## config.mk

```make
export PLATFORM = sky130hd
export DESIGN_NAME = regbank_rr_arbiter
export DESIGN_NICKNAME = d
export VERILOG_FILES = /design/src/rtl/regbank_pkg.sv /design/src/rtl/regbank_rr_pick.sv /design/src/rtl/regbank_rr_arbiter.sv
export SDC_FILE = /design/constraint.sdc
export NUM_CORES = 1
export LEC_CHECK = 0
export BUFFER_PORTS_ARGS = -buffer_cell sky130_fd_sc_hd__buf_2
export CAP_MARGIN = 20
export CORE_MARGIN = 4
export CORE_UTILIZATION = 52
export CTS_BUF_LIST = sky130_fd_sc_hd__clkbuf_16
export DETAILED_ROUTE_END_ITERATION = 10
export GPL_ROUTABILITY_DRIVEN = 0
export GPL_TIMING_DRIVEN = 0
export PLACE_DENSITY = 0.82
export SLEW_MARGIN = 20
export SYNTH_ARGS = -nofsm -noshare
export SYNTH_HDL_FRONTEND = slang
export SYNTH_SLANG_ARGS = --single-unit
```

## constraint.sdc

```tcl
create_clock -name clk -period 2.6 [get_ports clk]
set_input_delay 0.78 -clock clk [delete_from_list [all_inputs] [get_ports clk]]
set_output_delay 0.78 -clock clk [all_outputs]
set_load 0.005 [all_outputs]
```

## src/rtl/regbank_pkg.sv

```systemverilog
// Shared definitions for the register-bank round-robin arbiter.
//   state_t  : FSM encoding (ST_IDLE = 0, ST_OWN = 1)
//   *_DEF    : default parameter values
//   clog2w() : clog2 clamped to at least 1 bit, for derived widths
package regbank_pkg;

  typedef enum logic {
    ST_IDLE = 1'b0,
    ST_OWN  = 1'b1
  } state_t;

  localparam int NREQ_DEF     = 4;
  localparam int WIDTH_DEF    = 16;
  localparam int DEPTH_DEF    = 8;
  localparam int MAX_HOLD_DEF = 4;

  // Keeps a 1-entry/1-requester corner from producing a zero-width vector.
  function automatic int clog2w(input int n);
    return (n <= 2) ? 1 : $clog2(n);
  endfunction

endpackage

```

## src/rtl/regbank_rr_pick.sv

```systemverilog
// Combinational round-robin picker.
//   req : request vector
//   ptr : highest-priority index this round
//   any : at least one request is set
//   idx : first set request at or after ptr, wrapping modulo NREQ
// Implemented as rotate -> priority encode -> un-rotate.
module rr_pick
  import regbank_pkg::*;
#(
  parameter  int NREQ = NREQ_DEF,
  localparam int IW   = clog2w(NREQ)
) (
  input  logic [NREQ-1:0] req,
  input  logic [IW-1:0]   ptr,
  output logic            any,
  output logic [IW-1:0]   idx
);

  logic [NREQ-1:0] rot;
  logic [IW-1:0]   src;
  logic [IW-1:0]   pos;

  always_comb begin
    rot = '0;
    src = '0;
    // rot[0] is the requester at ptr, so the lowest set bit wins.
    for (int i = 0; i < NREQ; i++) begin
      src    = IW'((i + int'(ptr)) % NREQ);
      rot[i] = req[src];
    end
    pos = '0;
    for (int i = NREQ - 1; i >= 0; i--) begin
      if (rot[i]) pos = IW'(i);
    end
    any = |req;
    idx = IW'((int'(pos) + int'(ptr)) % NREQ);
  end

endmodule

```

## src/rtl/regbank_rr_arbiter.sv

```systemverilog
// Round-robin arbiter and access sequencer for a shared flop register bank.
//   clk, rst_n : clock, async active-low reset (also clears the bank)
//   req        : per-requester level request
//   we         : per-requester write enable, sampled on beats
//   addr       : packed addresses, requester k at [k*AW +: AW]
//   wdata      : packed write data, requester k at [k*WIDTH +: WIDTH]
//   gnt        : registered one-hot grant, zero while idle
//   rdata/rid  : registered read data and the requester it belongs to
//   rvalid     : one-cycle pulse, cycle after a read beat
//   busy       : a tenure is in progress
// A tenure is up to MAX_HOLD single-cycle beats; ownership then rotates
// through a mandatory idle cycle.
module regbank_rr_arbiter
  import regbank_pkg::*;
#(
  parameter  int NREQ     = NREQ_DEF,
  parameter  int WIDTH    = WIDTH_DEF,
  parameter  int DEPTH    = DEPTH_DEF,
  parameter  int MAX_HOLD = MAX_HOLD_DEF,
  localparam int AW       = clog2w(DEPTH),
  localparam int IW       = clog2w(NREQ)
) (
  input  logic                  clk,
  input  logic                  rst_n,
  input  logic [NREQ-1:0]       req,
  input  logic [NREQ-1:0]       we,
  input  logic [NREQ*AW-1:0]    addr,
  input  logic [NREQ*WIDTH-1:0] wdata,
  output logic [NREQ-1:0]       gnt,
  output logic [WIDTH-1:0]      rdata,
  output logic                  rvalid,
  output logic [IW-1:0]         rid,
  output logic                  busy
);

  localparam int            HW       = clog2w(MAX_HOLD + 1);
  localparam logic [AW:0]   DEPTH_C  = (AW + 1)'(DEPTH);
  localparam logic [HW-1:0] LAST_C   = HW'(MAX_HOLD - 1);
  localparam logic [IW-1:0] LAST_REQ = IW'(NREQ - 1);

  state_t        state, state_nxt;
  logic [IW-1:0] owner, owner_nxt;
  logic [IW-1:0] ptr, ptr_nxt;
  logic [HW-1:0] hold_cnt, hold_nxt;
  logic [NREQ-1:0] gnt_nxt;

  logic          pick_any;
  logic [IW-1:0] pick_idx;

  logic [AW-1:0]    a_own;
  logic [WIDTH-1:0] wd_own;
  logic             we_own;
  logic             in_range;
  logic             beat;
  logic             rel;

  logic [DEPTH-1:0][WIDTH-1:0] bank;

  rr_pick #(.NREQ(NREQ)) u_pick (
    .req (req),
    .ptr (ptr),
    .any (pick_any),
    .idx (pick_idx)
  );

  // Owner's request fields; everyone else is ignored.
  always_comb begin
    a_own  = '0;
    wd_own = '0;
    we_own = 1'b0;
    for (int k = 0; k < NREQ; k++) begin
      if (owner == IW'(k)) begin
        a_own  = addr[k*AW +: AW];
        wd_own = wdata[k*WIDTH +: WIDTH];
        we_own = we[k];
      end
    end
  end

  assign in_range = {1'b0, a_own} < DEPTH_C;
  assign beat     = (state == ST_OWN) && req[owner] && gnt[owner];
  // Release when the owner drops req, or on the beat that uses the last slot.
  assign rel      = (state == ST_OWN) && (!beat || (hold_cnt == LAST_C));
  assign busy     = (state == ST_OWN);

  always_comb begin
    state_nxt = state;
    owner_nxt = owner;
    ptr_nxt   = ptr;
    hold_nxt  = hold_cnt;
    gnt_nxt   = gnt;
    unique case (state)
      ST_IDLE: begin
        if (pick_any) begin
          state_nxt = ST_OWN;
          owner_nxt = pick_idx;
          hold_nxt  = '0;
          gnt_nxt   = NREQ'(1) << pick_idx;
        end
      end
      ST_OWN: begin
        if (beat) hold_nxt = hold_cnt + HW'(1);
        if (rel) begin
          state_nxt = ST_IDLE;
          gnt_nxt   = '0;
          ptr_nxt   = (owner == LAST_REQ) ? '0 : owner + IW'(1);
        end
      end
      default: state_nxt = ST_IDLE;
    endcase
  end

  always_ff @(posedge clk or negedge rst_n) begin
    if (!rst_n) begin
      state    <= ST_IDLE;
      owner    <= '0;
      ptr      <= '0;
      hold_cnt <= '0;
      gnt      <= '0;
    end else begin
      state    <= state_nxt;
      owner    <= owner_nxt;
      ptr      <= ptr_nxt;
      hold_cnt <= hold_nxt;
      gnt      <= gnt_nxt;
    end
  end

  // Out-of-range writes are dropped.
  always_ff @(posedge clk or negedge rst_n) begin
    if (!rst_n) begin
      bank <= '0;
    end else if (beat && we_own && in_range) begin
      bank[a_own] <= wd_own;
    end
  end

  // Out-of-range reads still pulse rvalid, with zero data.
  always_ff @(posedge clk or negedge rst_n) begin
    if (!rst_n) begin
      rvalid <= 1'b0;
      rdata  <= '0;
      rid    <= '0;
    end else begin
      rvalid <= beat && !we_own;
      if (beat && !we_own) begin
        rdata <= in_range ? bank[a_own] : '0;
        rid   <= owner;
      end
    end
  end

endmodule

```

* After elaboration in Yosys (flattened, before gate mapping) *
Cells that the tools add are included.

word-level totals
  register bits = 159
  bits of input ports = 86
  output and inout bits = 24
  word-level logic and storage cells = 96

operators by class
  add/sub/neg operators = 6
  order comparisons = 7
  eq/ne operators = 7
  shift operators = 1
  mux-type cells = 43
  bitwise gates (word level) = 1
  reduce and logical (&&, ||, !) cells = 15

operator list
  cell                                                                count
  bitwise mux 128 bit                                                 1
  2-to-1 mux 16 bit                                                   6
  binary-select mux 16 bit (select 3 bit)                             1
  demux 16 bit (select 3 bit)                                         1
  2-to-1 mux 3 bit                                                    6
  less-than comparator 2 x 3 -> 1 bit (second input constant)         5
  binary-select mux 1 bit (select 2 bit)                              6
  2-to-1 mux 1 bit                                                    12
  2-to-1 mux 2 bit                                                    5
  2-to-1 mux 4 bit                                                    2
  one-hot mux 4 bit (2 select lines)                                  1
  AND reduction 2 bit                                                 4
  logical AND 1 bit                                                   6
  one-hot mux 3 bit (2 select lines)                                  1
  adder 2 bit (first input constant)                                  2
  equality test 2 bit (second input constant)                         2
  less-than comparator 3 x 4 -> 1 bit (second input constant)         1
  != test 2 x 1 -> 1 bit (second input constant)                      2
  OR reduction 4 bit                                                  1
  << shifter 1 x 2 -> 4 bit (first input constant)                    1
  adder 3 x 1 -> 3 bit (second input constant)                        1
  equality test 3 x 2 -> 1 bit (second input constant)                1
  greater-or-equal comparator 3 x 1 -> 1 bit (second input constant)  1
  adder 1 x 2 -> 2 bit (first input constant)                         1
  9 further kinds                                                     10

* Depth between registers and ports, before layout *
  depth in word-level cells = 11
  mapped depth = 10
  mapped depth without buffers = 9

* Cells and area by module *
A second synthesis with hierarchy kept.

unflattened totals
  cell total of the unflattened synthesis = 673
  area, all modules = 8162.8 um2

modules (own cells, without submodules)
  module              instances  cells each  area an instance (um2)  seq. area each (um2)
  regbank_rr_arbiter  1          646         7981.4                  3978.8
  rr_pick             1          27          181.4                   0.0

* Worst setup path before layout *
Ideal clock, no wire load.

  path type = input to register
  from = input port req[1]
  to = register bank[100] (netlist bit)
  setup time = 0.125 ns
  data arrival time = 2.737 ns
  required time = 2.475 ns
  slack = -0.261 ns
  cell stages on the path = 8
  buffers on the path = 3
  cells stage by stage = buf_2 nand2_1 mux4_2 a2111oi_4 nor2b_1 buf_4 buf_4 mux2_2

between the ends
  cells in the longest elaborated chain, start to end = 5

RTL lines
  what                                    RTL line                   source
  start: declaration                      regbank_rr_arbiter.sv:25   input logic [NREQ-1:0] req,
  binary-select mux 1 bit (select 2 bit)  regbank_rr_arbiter.sv:81   assign beat = (state == ST_OWN) && req[owner] && gnt[owner];
  2-to-1 mux 1 bit (implied by the code)  regbank_rr_arbiter.sv:81
  logical AND 1 bit (2 in series)         regbank_rr_arbiter.sv:81
  logical AND 1 bit                       regbank_rr_arbiter.sv:133  end else if (beat && we_own && in_range) begin
  end signal: indexed assignment          regbank_rr_arbiter.sv:134  bank[a_own] <= wd_own;
  end: declaration                        regbank_rr_arbiter.sv:57   logic [DEPTH-1:0][WIDTH-1:0] bank;

Every way passes these cells. The select of a mux whose other input is x is not followed.
A chain may end at the register's enable or synchronous reset.

* Worst setup path in the final report *
  from = register owner[1]
  to = register rdata[11]

between the ends
  cells in the longest elaborated chain, start to end = 7
  elaborated cells between the ends (all ways) = 22
  classes of those cells = eq/ne: 3; mux: 14; reduce/logical: 5

RTL lines
  what                                                                                 RTL line                                              source
  start: declaration                                                                   regbank_rr_arbiter.sv:42                              logic [IW-1:0] owner, owner_nxt;
  start signal: assignment                                                             regbank_rr_arbiter.sv:122                             owner <= owner_nxt;
  zero test 2 bit                                                                      regbank_rr_arbiter.sv:72                              if (owner == IW'(k)) begin
  2-to-1 mux 3 bit / 2-to-1 mux 1 bit (equally long branches) (4 in series)            regbank_rr_arbiter.sv:72
  binary-select mux 16 bit (select 3 bit) / zero test 1 bit (equally long branches)    regbank_rr_arbiter.sv:147, regbank_rr_arbiter.sv:146
  2-to-1 mux 16 bit (implied by the code) / logical AND 1 bit (equally long branches)  regbank_rr_arbiter.sv:147, regbank_rr_arbiter.sv:146
  end signal: assignment                                                               regbank_rr_arbiter.sv:147                             rdata <= in_range ? bank[a_own] : '0;
  end: declaration                                                                     regbank_rr_arbiter.sv:30                              output logic [WIDTH-1:0] rdata,

Parallel ways exist; a longest one is shown, timed or not. The select of a mux whose other input is x is not followed.

==> results.json <==
{
  "status": "finished with violations",
  "violations": "negative setup slack",
  "place_area_sq_um": 8910,
  "fin_area_sq_um": 10700,
  "grt.total_usage_pct": 27.0,
  "cts_root_buffer": "clkbuf_16",
  "start_util_pct": 52.9,
  "yosys_warnings": 0,
  "fp.dieH_um": 132,
  "worst_slew_pin_slew_ps": 790,
  "slew_violations": 0,
  "synth_area_leaders": "dfrtp_1, mux2_2, mux2i_1",
  "rsz0062_at_grt": "yes",
  "vias_per_cell": 6.49,
  "power_density_nw_per_um2": 1280,
  "critical_path_arrival_ps": 3190,
  "rows": 45,
  "synth.largest_area_cell": "dfrtp_1",
  "yosysSeqAreaShare_pct": 49.7,
  "grt_max_degree": 83,
  "postSynthCellCount": 664,
  "num_antenna_cells": 0,
  "dieArea_sq_um": 17400,
  "cts_buffer_depth": 2,
  "drive_gt1_share_pct": 47.8,
  "synth-edff-count": 0,
  "worst_slack_ps": -256,
  "post-route-util_pct": 70.3,
  "clk_pin_slew_ps": 70,
  "fin_nets": 944,
  "synth_common_cells": "dfrtp_1, mux2_2, mux2i_1",
  "holdWs_ps": 302,
  "fin_crit_sh_pct": 110,
  "synth_most_common_cell": "dfrtp_1",
  "syn_nets": 757,
  "yosysTopAreaCellShare_pct": 49.7,
  "syn-cell-area_sq_um": 8010,
  "stdcell_count": 1052,
  "cts_buffers": 17,
  "synth.avg_cell_area_sq_um": 12.1,
  "yosysUniqueCellTypes": 48,
  "ant_nets": 0,
  "async_flop_share_pct": 100,
  "core_sq_um": 15100,
  "clock_latency_ps": 440,
  "ys_ff_latch": 159,
  "area_growth_pct": 33.1,
  "min_period_ps": 2860,
  "max_slew_margin_pct": 46.8,
  "overflow": 0,
  "die_width_um": 132,
  "numPortBuffers": 107,
  "antenna_found_initial": 0,
  "grt_pass1_vias": 6699,
  "drc": 0,
  "p_total_w": 0.0137,
  "cts_tree": "done",
  "hold_violations": 0,
  "fmax_mhz": 350,
  "wl_um": 27300,
  "crit_type": "reg -> reg",
  "synth_ff_type": "dfrtp_1",
  "dp_cells": 960,
  "wire_per_inst_um": 25.9,
  "initialDrtViolationCount": 694,
  "min_path_type": "in -> async",
  "grt_pass1_wl_um": 36600,
  "cap_viol_max_count": 0,
  "htreeDepth": 4,
  "fin_skew_ps": 10.1,
  "end_kind": "flip-flop",
  "cp-start-kind": "flip-flop",
  "vias": 6823,
  "setup_viol": 149,
  "leakage_nw": 5.16,
  "ios": 110,
  "critPathRequiredTime_ps": 2930,
  "dp_hpwl_um": 14000,
  "ir_worst_vdd_v": 0.000804,
  "cp_max_fo": 10,
  "cts_sinks": 159,
  "dr.pass1.iters": 6
}
power by group:
| group | switching (W) | total [W] | leakage (nW) | internal (W) |
|---|---|---|---|---|
| logic | 0.00411 | 0.00728 | 2.72 | 0.00317 |
| registers | 0.000605 | 0.00393 | 2.16 | 0.00333 |
| clock network | 0.00119 | 0.00247 | 0.271 | 0.00128 |
flip-flops by register name, indices dropped and copies added (netlist names):
signal / count
busy: 1
hold_cnt: 3
rdata: 16
gnt: 4
ptr: 2
bank: 128
owner: 2
rvalid: 1
rid: 2
path summary, 6_finish.rpt:
check,from,slack (ps),endpoint,depth (start not counted)
setup / recovery,owner[1]$_DFFE_PN0P_,-260,rdata[11]$_DFFE_PN0P_,12
hold / removal,rst_n,300,rdata[7]$_DFFE_PN0P_,1
setup reg to reg,owner[1]$_DFFE_PN0P_,-260,rdata[11]$_DFFE_PN0P_,12
hold reg to reg,bank[120]$_DFFE_PN0P_,510,bank[120]$_DFFE_PN0P_,1
max in group asynchronous,rst_n,1480,owner[0]$_DFFE_PN0P_,2
min in group clk,bank[120]$_DFFE_PN0P_,510,bank[120]$_DFFE_PN0P_,1
through the flow:
| stage | worst slack (ps) | setup TNS, ps |
|---|---|---|
| final | -256 | -20580 |
| after global routing | -351 | -28640 |
| after CTS | -143 | -4250 |
| after detailed placement | -803 | -58350 |
| after floorplan | -98.4 | -2570 |
| after global placement | -1600 | -300870 |
layer usage:
layer  wire length [um]  global-route usage, %
met5                  0                      0
met4               1520                   11.5
met3               2830                   6.64
met2              12600                   44.7
met1              10300                   34.0
cell type report:
| class | count | area, sq um |
|---|---|---|
| inverter | 10 | 40.0 |
| timing repair buffer | 170 | 1290 |
| tap | 188 | 235 |
| clock inverter | 15 | 151 |
| sequential | 159 | 3980 |
| clock buffer | 17 | 425 |
| fill | 864 | 4490 |
| buffer | 41 | 430 |
| multi-input combinational | 452 | 4110 |
worst max-delay path, cell delays in order (launching register included):
cell and delay, ps:
dfrtp_1 420, inv_2 90, ha_4 180, buf_6 120, buf_6 110, nand3b_1 210
a221oi_4 470, o22ai_4 190, buf_4 180, buf_12 120, buf_8 140, o22a_1 250
a31oi_1 260
what timing repair did:
action / in CTS / in global routing
cloned: 2 / 4
resized for setup: 68 / 93
pin swaps: 12 / 32
setup endpoints to repair: 145 / 142
hold buffers: 0 / 0
buffers inserted: 30 / 27
placed cells by master, fill, tap and decap left out, types with 4 or more instances in the layout:
cell        instances
mux2i_1            62
clkbuf_2            5
buf_4              27
inv_8               4
clkbuf_1            8
ha_1                4
a21oi_1            37
nand2_1            46
o22a_1             32
buf_8               6
nand3b_1           20
buf_6              32
mux2_2            116
a31oi_1            15
clkinvlp_4          4
o21ai_2            14
clkbuf_16          20
o21ai_0             7
inv_1               8
buf_12             15
buf_2             106
inv_6               5
nor2_1             21
mux2_4             16
dfrtp_1           158
logic make-up after synthesis:
group	synth area share, %
flops	49.7
compound gates	11.4
xor+xnor	0.219
simple gates	7.58
mux	26.8
fa+ha+maj	1.09
buf+inv	3.16
Power figures use the tool's default switching activity.
